[config.mk]
export PLATFORM = sky130hd
export DESIGN_NAME = avalon_msg_generator_flat
export DESIGN_NICKNAME = d
export VERILOG_FILES = /design/src/rtl/avalon_gen_pkg.sv /design/src/rtl/avalon_st_if.sv /design/src/rtl/avalon_pattern_beat.sv /design/src/rtl/avalon_msg_generator.sv /design/src/flat_wrapper.sv
export SDC_FILE = /design/constraint.sdc
export NUM_CORES = 1
export LEC_CHECK = 0
export CORE_MARGIN = 2
export CORE_UTILIZATION = 35
export DETAILED_ROUTE_END_ITERATION = 12
export GPL_ROUTABILITY_DRIVEN = 0
export GPL_TIMING_DRIVEN = 0
export SLEW_MARGIN = 20
export SYNTH_ARGS = -nofsm -noshare
export SYNTH_HDL_FRONTEND = slang
export SYNTH_SLANG_ARGS = --single-unit
[constraint.sdc]
create_clock -name clk -period 7.3 [get_ports clk]
set_input_delay 1.095 -clock clk [delete_from_list [all_inputs] [get_ports clk]]
set_output_delay 1.095 -clock clk [all_outputs]
set_load 0.02 [all_outputs]
[src/rtl/avalon_gen_pkg.sv]
`default_nettype none
// ============================================================================
//  Module      : avalon_gen_pkg
//  Description : Shared types and length arithmetic for the Avalon-ST
//                message generator and its companion pattern checkers.
//  Revision    : 1.0 - initial release
// ============================================================================
package avalon_gen_pkg;

    // Generator control state; explicit 1-bit encoding.
    typedef enum logic [0:0] {
        IDLE = 1'b0,
        SEND = 1'b1
    } gen_state_t;

    // Number of W-byte beats needed to carry len bytes, i.e. ceil(len / w).
    // The sum is formed one bit wider than len so the largest length cannot
    // wrap before the divide. w is a power of two, so the divide reduces to
    // a shift once the caller's constant w is folded in.
    // len is zero-extended by the caller; lengths up to 32 bits are covered.
    function automatic logic [31:0] beats_for_len(input logic [31:0]  len,
                                                  input int unsigned  w);
        logic [32:0] l_sum;
        l_sum = {1'b0, len} + {1'b0, w - 32'd1};
        return 32'(l_sum / {1'b0, w});
    endfunction

    // Unused byte lanes on the final beat: (w - (len mod w)) mod w.
    // Only the low log2(w) bits of len influence the result.
    function automatic logic [31:0] empty_for_len(input logic [31:0] len,
                                                  input int unsigned w);
        logic [31:0] l_rem;
        l_rem = len % w;
        return (w - l_rem) % w;
    endfunction

endpackage : avalon_gen_pkg
`default_nettype wire

[src/rtl/avalon_st_if.sv]
`default_nettype none
// ============================================================================
//  Module      : avalon_st_if
//  Description : Avalon-ST packet stream bundle (data, valid, sop, eop,
//                empty, rdy). Symbol 0 sits in the most significant byte.
//  Revision    : 1.0 - initial release
// ============================================================================
interface avalon_st_if #(
    parameter int DATA_WIDTH_IN_BYTES = 16
) ();

    localparam int c_EMPTY_W = $clog2(DATA_WIDTH_IN_BYTES);

    logic [8*DATA_WIDTH_IN_BYTES-1:0] data;
    logic                             valid;
    logic                             sop;
    logic                             eop;
    logic [c_EMPTY_W-1:0]             empty;
    logic                             rdy;

    modport master (
        output data,
        output valid,
        output sop,
        output eop,
        output empty,
        input  rdy
    );

    modport slave (
        input  data,
        input  valid,
        input  sop,
        input  eop,
        input  empty,
        output rdy
    );

endinterface : avalon_st_if
`default_nettype wire

[src/rtl/avalon_pattern_beat.sv]
`default_nettype none
// ============================================================================
//  Module      : avalon_pattern_beat
//  Description : Combinational incrementing-byte beat builder. Byte i of the
//                word (byte 0 in the top 8 bits) equals byte_base + i mod 256.
//  Revision    : 1.0 - initial release
// ============================================================================
module avalon_pattern_beat #(
    parameter int DATA_WIDTH_IN_BYTES = 16
) (
    input  logic [7:0]                       byte_base,
    output logic [8*DATA_WIDTH_IN_BYTES-1:0] data
);

    // One adder per lane; lane i lands MSB-first in the output word.
    for (genvar i = 0; i < DATA_WIDTH_IN_BYTES; i++) begin : g_byte
        assign data[8*(DATA_WIDTH_IN_BYTES-i)-1 -: 8] = byte_base + 8'(i);
    end

endmodule : avalon_pattern_beat
`default_nettype wire

[src/rtl/avalon_msg_generator.sv]
`default_nettype none
// ============================================================================
//  Module      : avalon_msg_generator
//  Description : Avalon-ST source that turns one length/seed request into a
//                single framed packet (sop/eop/empty) carrying an
//                incrementing byte pattern that starts at the seed.
//  Revision    : 1.0 - initial release
// ============================================================================
module avalon_msg_generator
    import avalon_gen_pkg::*;
#(
    parameter int DATA_WIDTH_IN_BYTES = 16,
    parameter int LEN_WIDTH           = 16
) (
    input  logic                 clk,
    input  logic                 rst,
    input  logic                 req_valid,
    output logic                 req_rdy,
    input  logic [LEN_WIDTH-1:0] req_len,
    input  logic [7:0]           req_seed,
    avalon_st_if.master          msg_out,
    output logic                 zero_len_indi,
    output logic                 pkt_done
);

    localparam int unsigned c_W       = DATA_WIDTH_IN_BYTES;
    localparam int          c_EMPTY_W = $clog2(DATA_WIDTH_IN_BYTES);
    localparam int          c_DATA_W  = 8 * DATA_WIDTH_IN_BYTES;
    localparam logic [7:0]  c_BASE_INC = 8'(c_W);
    localparam logic [LEN_WIDTH-1:0] c_ONE_BEAT  = LEN_WIDTH'(1);
    localparam logic [LEN_WIDTH-1:0] c_TWO_BEATS = LEN_WIDTH'(2);

    // Control state and packet bookkeeping.
    gen_state_t             r_state;
    logic [LEN_WIDTH-1:0]   r_beats_left;
    logic [7:0]             r_byte_base;
    logic [c_EMPTY_W-1:0]   r_empty_last;

    // Registered stream and side-band outputs.
    logic                   r_req_rdy;
    logic                   r_valid;
    logic                   r_sop;
    logic                   r_eop;
    logic [c_EMPTY_W-1:0]   r_empty;
    logic [c_DATA_W-1:0]    r_data;
    logic                   r_zero_len;
    logic                   r_pkt_done;

    // Next-beat helpers.
    logic [LEN_WIDTH-1:0]   w_beats;
    logic [c_EMPTY_W-1:0]   w_empty;
    logic [7:0]             w_next_base;
    logic [c_DATA_W-1:0]    w_pattern;
    logic                   w_xfer;

    // Length arithmetic on the live request; only used on the accept edge.
    assign w_beats = LEN_WIDTH'(beats_for_len(32'(req_len), c_W));
    assign w_empty = c_EMPTY_W'(empty_for_len(32'(req_len), c_W));

    // In IDLE the next beat starts at the seed; in SEND it is the beat after
    // the one currently presented.
    assign w_next_base = (r_state == IDLE) ? req_seed : (r_byte_base + c_BASE_INC);

    assign w_xfer = r_valid && msg_out.rdy;

    avalon_pattern_beat #(
        .DATA_WIDTH_IN_BYTES (DATA_WIDTH_IN_BYTES)
    ) u_pattern (
        .byte_base (w_next_base),
        .data      (w_pattern)
    );

    // Request acceptance, beat sequencing and framing, all registered.
    always_ff @(posedge clk) begin
        if (rst) begin
            r_state      <= IDLE;
            r_beats_left <= '0;
            r_byte_base  <= '0;
            r_empty_last <= '0;
            r_req_rdy    <= 1'b1;
            r_valid      <= 1'b0;
            r_sop        <= 1'b0;
            r_eop        <= 1'b0;
            r_empty      <= '0;
            r_data       <= '0;
            r_zero_len   <= 1'b0;
            r_pkt_done   <= 1'b0;
        end else begin
            r_zero_len <= 1'b0;
            r_pkt_done <= 1'b0;

            case (r_state)
                IDLE: begin
                    if (req_valid) begin
                        if (req_len == '0) begin
                            // Nothing to send: flag it and stay ready.
                            r_zero_len <= 1'b1;
                        end else begin
                            r_state      <= SEND;
                            r_req_rdy    <= 1'b0;
                            r_beats_left <= w_beats;
                            r_byte_base  <= req_seed;
                            r_empty_last <= w_empty;
                            r_data       <= w_pattern;
                            r_valid      <= 1'b1;
                            r_sop        <= 1'b1;
                            r_eop        <= (w_beats == c_ONE_BEAT);
                            r_empty      <= (w_beats == c_ONE_BEAT) ? w_empty : '0;
                        end
                    end
                end

                SEND: begin
                    if (w_xfer) begin
                        if (r_eop) begin
                            // Final beat taken: close the packet.
                            r_state      <= IDLE;
                            r_req_rdy    <= 1'b1;
                            r_valid      <= 1'b0;
                            r_sop        <= 1'b0;
                            r_eop        <= 1'b0;
                            r_empty      <= '0;
                            r_beats_left <= '0;
                            r_pkt_done   <= 1'b1;
                        end else begin
                            r_beats_left <= r_beats_left - c_ONE_BEAT;
                            r_byte_base  <= w_next_base;
                            r_data       <= w_pattern;
                            r_sop        <= 1'b0;
                            r_eop        <= (r_beats_left == c_TWO_BEATS);
                            r_empty      <= (r_beats_left == c_TWO_BEATS) ? r_empty_last : '0;
                        end
                    end
                end

                default: begin
                    r_state <= IDLE;
                end
            endcase
        end
    end

    assign req_rdy       = r_req_rdy;
    assign msg_out.valid = r_valid;
    assign msg_out.sop   = r_sop;
    assign msg_out.eop   = r_eop;
    assign msg_out.empty = r_empty;
    assign msg_out.data  = r_data;
    assign zero_len_indi = r_zero_len;
    assign pkt_done      = r_pkt_done;

endmodule : avalon_msg_generator
`default_nettype wire
[src/flat_wrapper.sv]
// flat-port wrapper written by rule: the top's interface ports become plain ports
module avalon_msg_generator_flat import avalon_gen_pkg::*;
#(
    parameter int DATA_WIDTH_IN_BYTES = 16,
    parameter int LEN_WIDTH           = 16
)
  (clk, rst, req_valid, req_rdy, req_len, req_seed, zero_len_indi, pkt_done, msg_out_data, msg_out_valid, msg_out_sop, msg_out_eop, msg_out_empty, msg_out_rdy);
  avalon_st_if #(.DATA_WIDTH_IN_BYTES(DATA_WIDTH_IN_BYTES)) msg_out_i ();
  input  logic clk;
  input  logic rst;
  input  logic req_valid;
  output logic req_rdy;
  input  logic [LEN_WIDTH-1:0] req_len;
  input  logic [7:0] req_seed;
  output logic zero_len_indi;
  output logic pkt_done;
  output wire logic [$bits(msg_out_i.data)-1:0] msg_out_data;
  output wire logic [$bits(msg_out_i.valid)-1:0] msg_out_valid;
  output wire logic [$bits(msg_out_i.sop)-1:0] msg_out_sop;
  output wire logic [$bits(msg_out_i.eop)-1:0] msg_out_eop;
  output wire logic [$bits(msg_out_i.empty)-1:0] msg_out_empty;
  input wire logic [$bits(msg_out_i.rdy)-1:0] msg_out_rdy;
  assign msg_out_data = msg_out_i.data;
  assign msg_out_valid = msg_out_i.valid;
  assign msg_out_sop = msg_out_i.sop;
  assign msg_out_eop = msg_out_i.eop;
  assign msg_out_empty = msg_out_i.empty;
  assign msg_out_i.rdy = msg_out_rdy;
  avalon_msg_generator #(.DATA_WIDTH_IN_BYTES(DATA_WIDTH_IN_BYTES), .LEN_WIDTH(LEN_WIDTH)) u_core (.clk(clk), .rst(rst), .req_valid(req_valid), .req_rdy(req_rdy), .req_len(req_len), .req_seed(req_seed), .msg_out(msg_out_i), .zero_len_indi(zero_len_indi), .pkt_done(pkt_done));
endmodule
==> flow_summary.yaml <==
outcome:
  status: "completed"
logic_synthesis:
  synth-simple-area-share_pct: 21.0
  yosys.area.top_type: "dfxtp_1"
  synth-xor-area-share_pct: 10.1
  synth_top_area_share_pct: 37.7
  synthCells: 846
  synth_fa_ha_area_share_pct: 3.31
  ys_warn_count: 0
  yosysSeqAreaShare_pct: 37.7
  synth_cell_type_count: 62
  synthTopCellsByArea: "dfxtp_1, nor2_1, xnor2_1"
  synth_edf_count: 0
  syn_nets: 892
  synth_compound_area_share_pct: 17.2
  muxShareOfSynthArea_pct: 1.73
  syn-mean-instance-area_um2: 8.03
  synth_top_family_by_area: "simple AND/OR/NAND/NOR gates"
  synth_flop_cell: "dfxtp_1"
  ys_ff_latch: 128
  synth_area_um2: 6800
  synthArstFlopShare_pct: 0
clocking:
  postCtsHoldBufs: 0
  cts_tree: "built"
  clockRootBuffer: "clkbuf_16"
  cts-resized-gates: 0
  insertion_delay_ns: 0.42
  clock_path_buffers: 2
  cts_buffers: 17
  clock-sinks: 128
  ctsHtreeMaxLevel: 4
  path_clk_slew_ns: 0.06
  post-cts-setup-buffers: 0
detailed_routing:
  viasPerCell: 5.08
  vias: 6584
  dr.pass1.iters: 5
  wl_per_cell_um: 17.2
  ant_nets: 0
  drcViolationCount: 0
  wl_mm: 22.3
  dr.first_iter.drc_count: 605
timing:
  rsz0062_at_grt: "no"
  tightestPinTransition_ns: 1.05
  layout_min_cycle_time_ns: 4.00
  finClkSkew_ns: 0.00854
  holdWs_ns: 0.454
  worst_slew_margin_rel_pct: 29.1
  finalSetupViolCount: 0
  timing_hold_violations_final: 0
  fin_tns_setup_ns: 0
  period_share_pct: 54.7
  max_freq_mhz: 250
  final_max_slew_viol_count: 0
critical_path:
  crit_family: "buffers and inverters"
  slowest_stage: "mux2i_1"
  crit_required_ns: 7.58
  arrival_ns: 4.28
  path_cells: "clkdlybuf4s50_1, mux2i_1, clkinv_1, ha_1, clkbuf_1, a21o_1, a21oi_1, nor2_1, nand3_1, a31oi_1"
  path_class: "input port to flop"
  crit_path_end_kind: "flop"
  startpoint_type: "input port"
  crit_fanout: 11
  cpPeakStageDelay_ns: 0.67
  critPathBufInv: 3
grt:
  grt_max_degree: 17
  antenna_found_initial: 1
  grt.total_usage_pct: 21.9
  overflow: 0
  first_global_vias: 6334
  grt_pass1_wl_mm: 34.6
final_layout:
  nets: 1070
  fin_area_um2: 9350
  final_cell_mix: "nor2_1, clkdlybuf4s50_1, dfxtp_1"
  final_common_cell: "nor2_1"
  layout-drive-gt1-share_pct: 10.1
  regArea_um2: 2560
  fillers: 1886
  num_antenna_cells: 0
  multi_input_area_um2: 3630
  final_cells: 1297
  area_delta_synth_final_pct: 37.6
power:
  powerDensity_nw_per_um2: 259
  ir_drop_mv: 0.186
  total_leakage_power_nw: 3.54
  p_total_mw: 2.42
placed_design:
  dpl-instance-area_um2: 8710
  dp.cells: 1265
  place.detailed.hpwl_mm: 16.4
  io_buffers: 159
run:
  drv_cap: 0
floorplanning:
  die_width_um: 143
  die_area_um2: 20500
  dieHeight_um: 143
  core.rowCount: 50
  coreArea_um2: 18900
  start_util_pct: 36.0
  ios: 166
worst_hold_path:
  worst_hold_path_type: "flop to flop"
## flip-flops by register name, indices dropped and copies added, names as in the netlist, 4 cells and up
signal                count
u_core.r_byte_base        4
u_core.r_empty_last       4
u_core.msg_out.empty      4
u_core.r_beats_left      16
u_core.msg_out.data      93
## cell families (layout without fill, tap and decap cells)
family,after synthesis,count (layout)
xor gates and xnor gates,78,78
AOI/OAI and AO/OA,185,185
buffers and inverters,116,307
adders and majority gates,18,18
muxes,11,11
and+or+nand+nor,310,310
DFF,128,128
## metal layers
| layer | vias to the layer above | wire length [um] | GRT usage (%) |
|---|---|---|---|
| met1 | 3084 | 10600 | 30.9 |
| met4 | 2 | 435 | 7.59 |
| li1 | 3227 | - | - |
| met2 | 237 | 9800 | 33.4 |
| met3 | 34 | 1450 | 4.23 |
| met5 | - | 15 | 0 |
## power by group
part | leakage [nW] | switching, mW | internal, mW
Clock | 0.312 | 0.317 | 0.592
Sequential | 1.06 | 0.0503 | 0.766
Combinational | 2.18 | 0.396 | 0.301
## path summary, 6_finish.rpt
| kind | startpoint | to | slack, ns | cells after the start |
|---|---|---|---|---|
| setup / recovery | req_seed[2] | u_core.msg_out.data[39]$_SDFFE_PP0P_ | 3.30 | 10 |
| hold / removal | u_core.msg_out.data[85]$_SDFFE_PP0P_ | u_core.msg_out.data[85]$_SDFFE_PP0P_ | 0.45 | 2 |
| setup reg to reg | u_core.r_state$_SDFF_PP0_ | u_core.msg_out.data[39]$_SDFFE_PP0P_ | 3.64 | 10 |
| hold reg to reg | u_core.msg_out.data[85]$_SDFFE_PP0P_ | u_core.msg_out.data[85]$_SDFFE_PP0P_ | 0.45 | 2 |
## final cells by class
type	instances	area share (%)
clock buffer	24	5.47
multi-input combinational	602	38.8
tap	260	3.48
buffer	104	6.05
timing repair buffer	159	17.0
inverter	12	0.482
sequential	128	27.4
clock inverter	8	1.34
## per-stage QoR
stage               setup WS (ns)  utilization, %
floorplan                    4.18               -
CTS                          3.38            49.5
finish                       3.30            49.5
global placement             2.87            46.1
global route                 3.12            49.5
detailed placement           2.94            46.1
## worst reg2reg max path, delay by kind of cell (launching register included)
kind	cells	cell delay (ns)
adders and majority gates	1	0.37
muxes	1	0.79
AOI/OAI and AO/OA	3	0.63
buffers and inverters	3	1.17
DFF	1	0.34
and+or+nand+nor	2	0.20
## synth_stat cells, types with 3 or more instances
cell,count
buf_4,39
xnor2_1,48
or3_1,4
nor2_1,164
nor2b_1,6
nor4b_1,5
nand2b_1,4
ha_1,18
a22oi_1,8
a211oi_1,51
nor4_1,8
o22ai_1,8
inv_1,9
dfxtp_1,128
and3_1,4
nand4_1,4
a31oi_1,4
or2_2,3
a21oi_1,67
nor3_1,26
buf_1,7
mux2i_1,7
buf_2,10
xor2_1,30
nor3b_1,3
o21ai_0,23
clkbuf_1,45
o32ai_1,4
a21o_1,6
nand3_1,13
nand2_1,49
mux2_2,3
No activity file was read; power rests on OpenSTA's default activity.
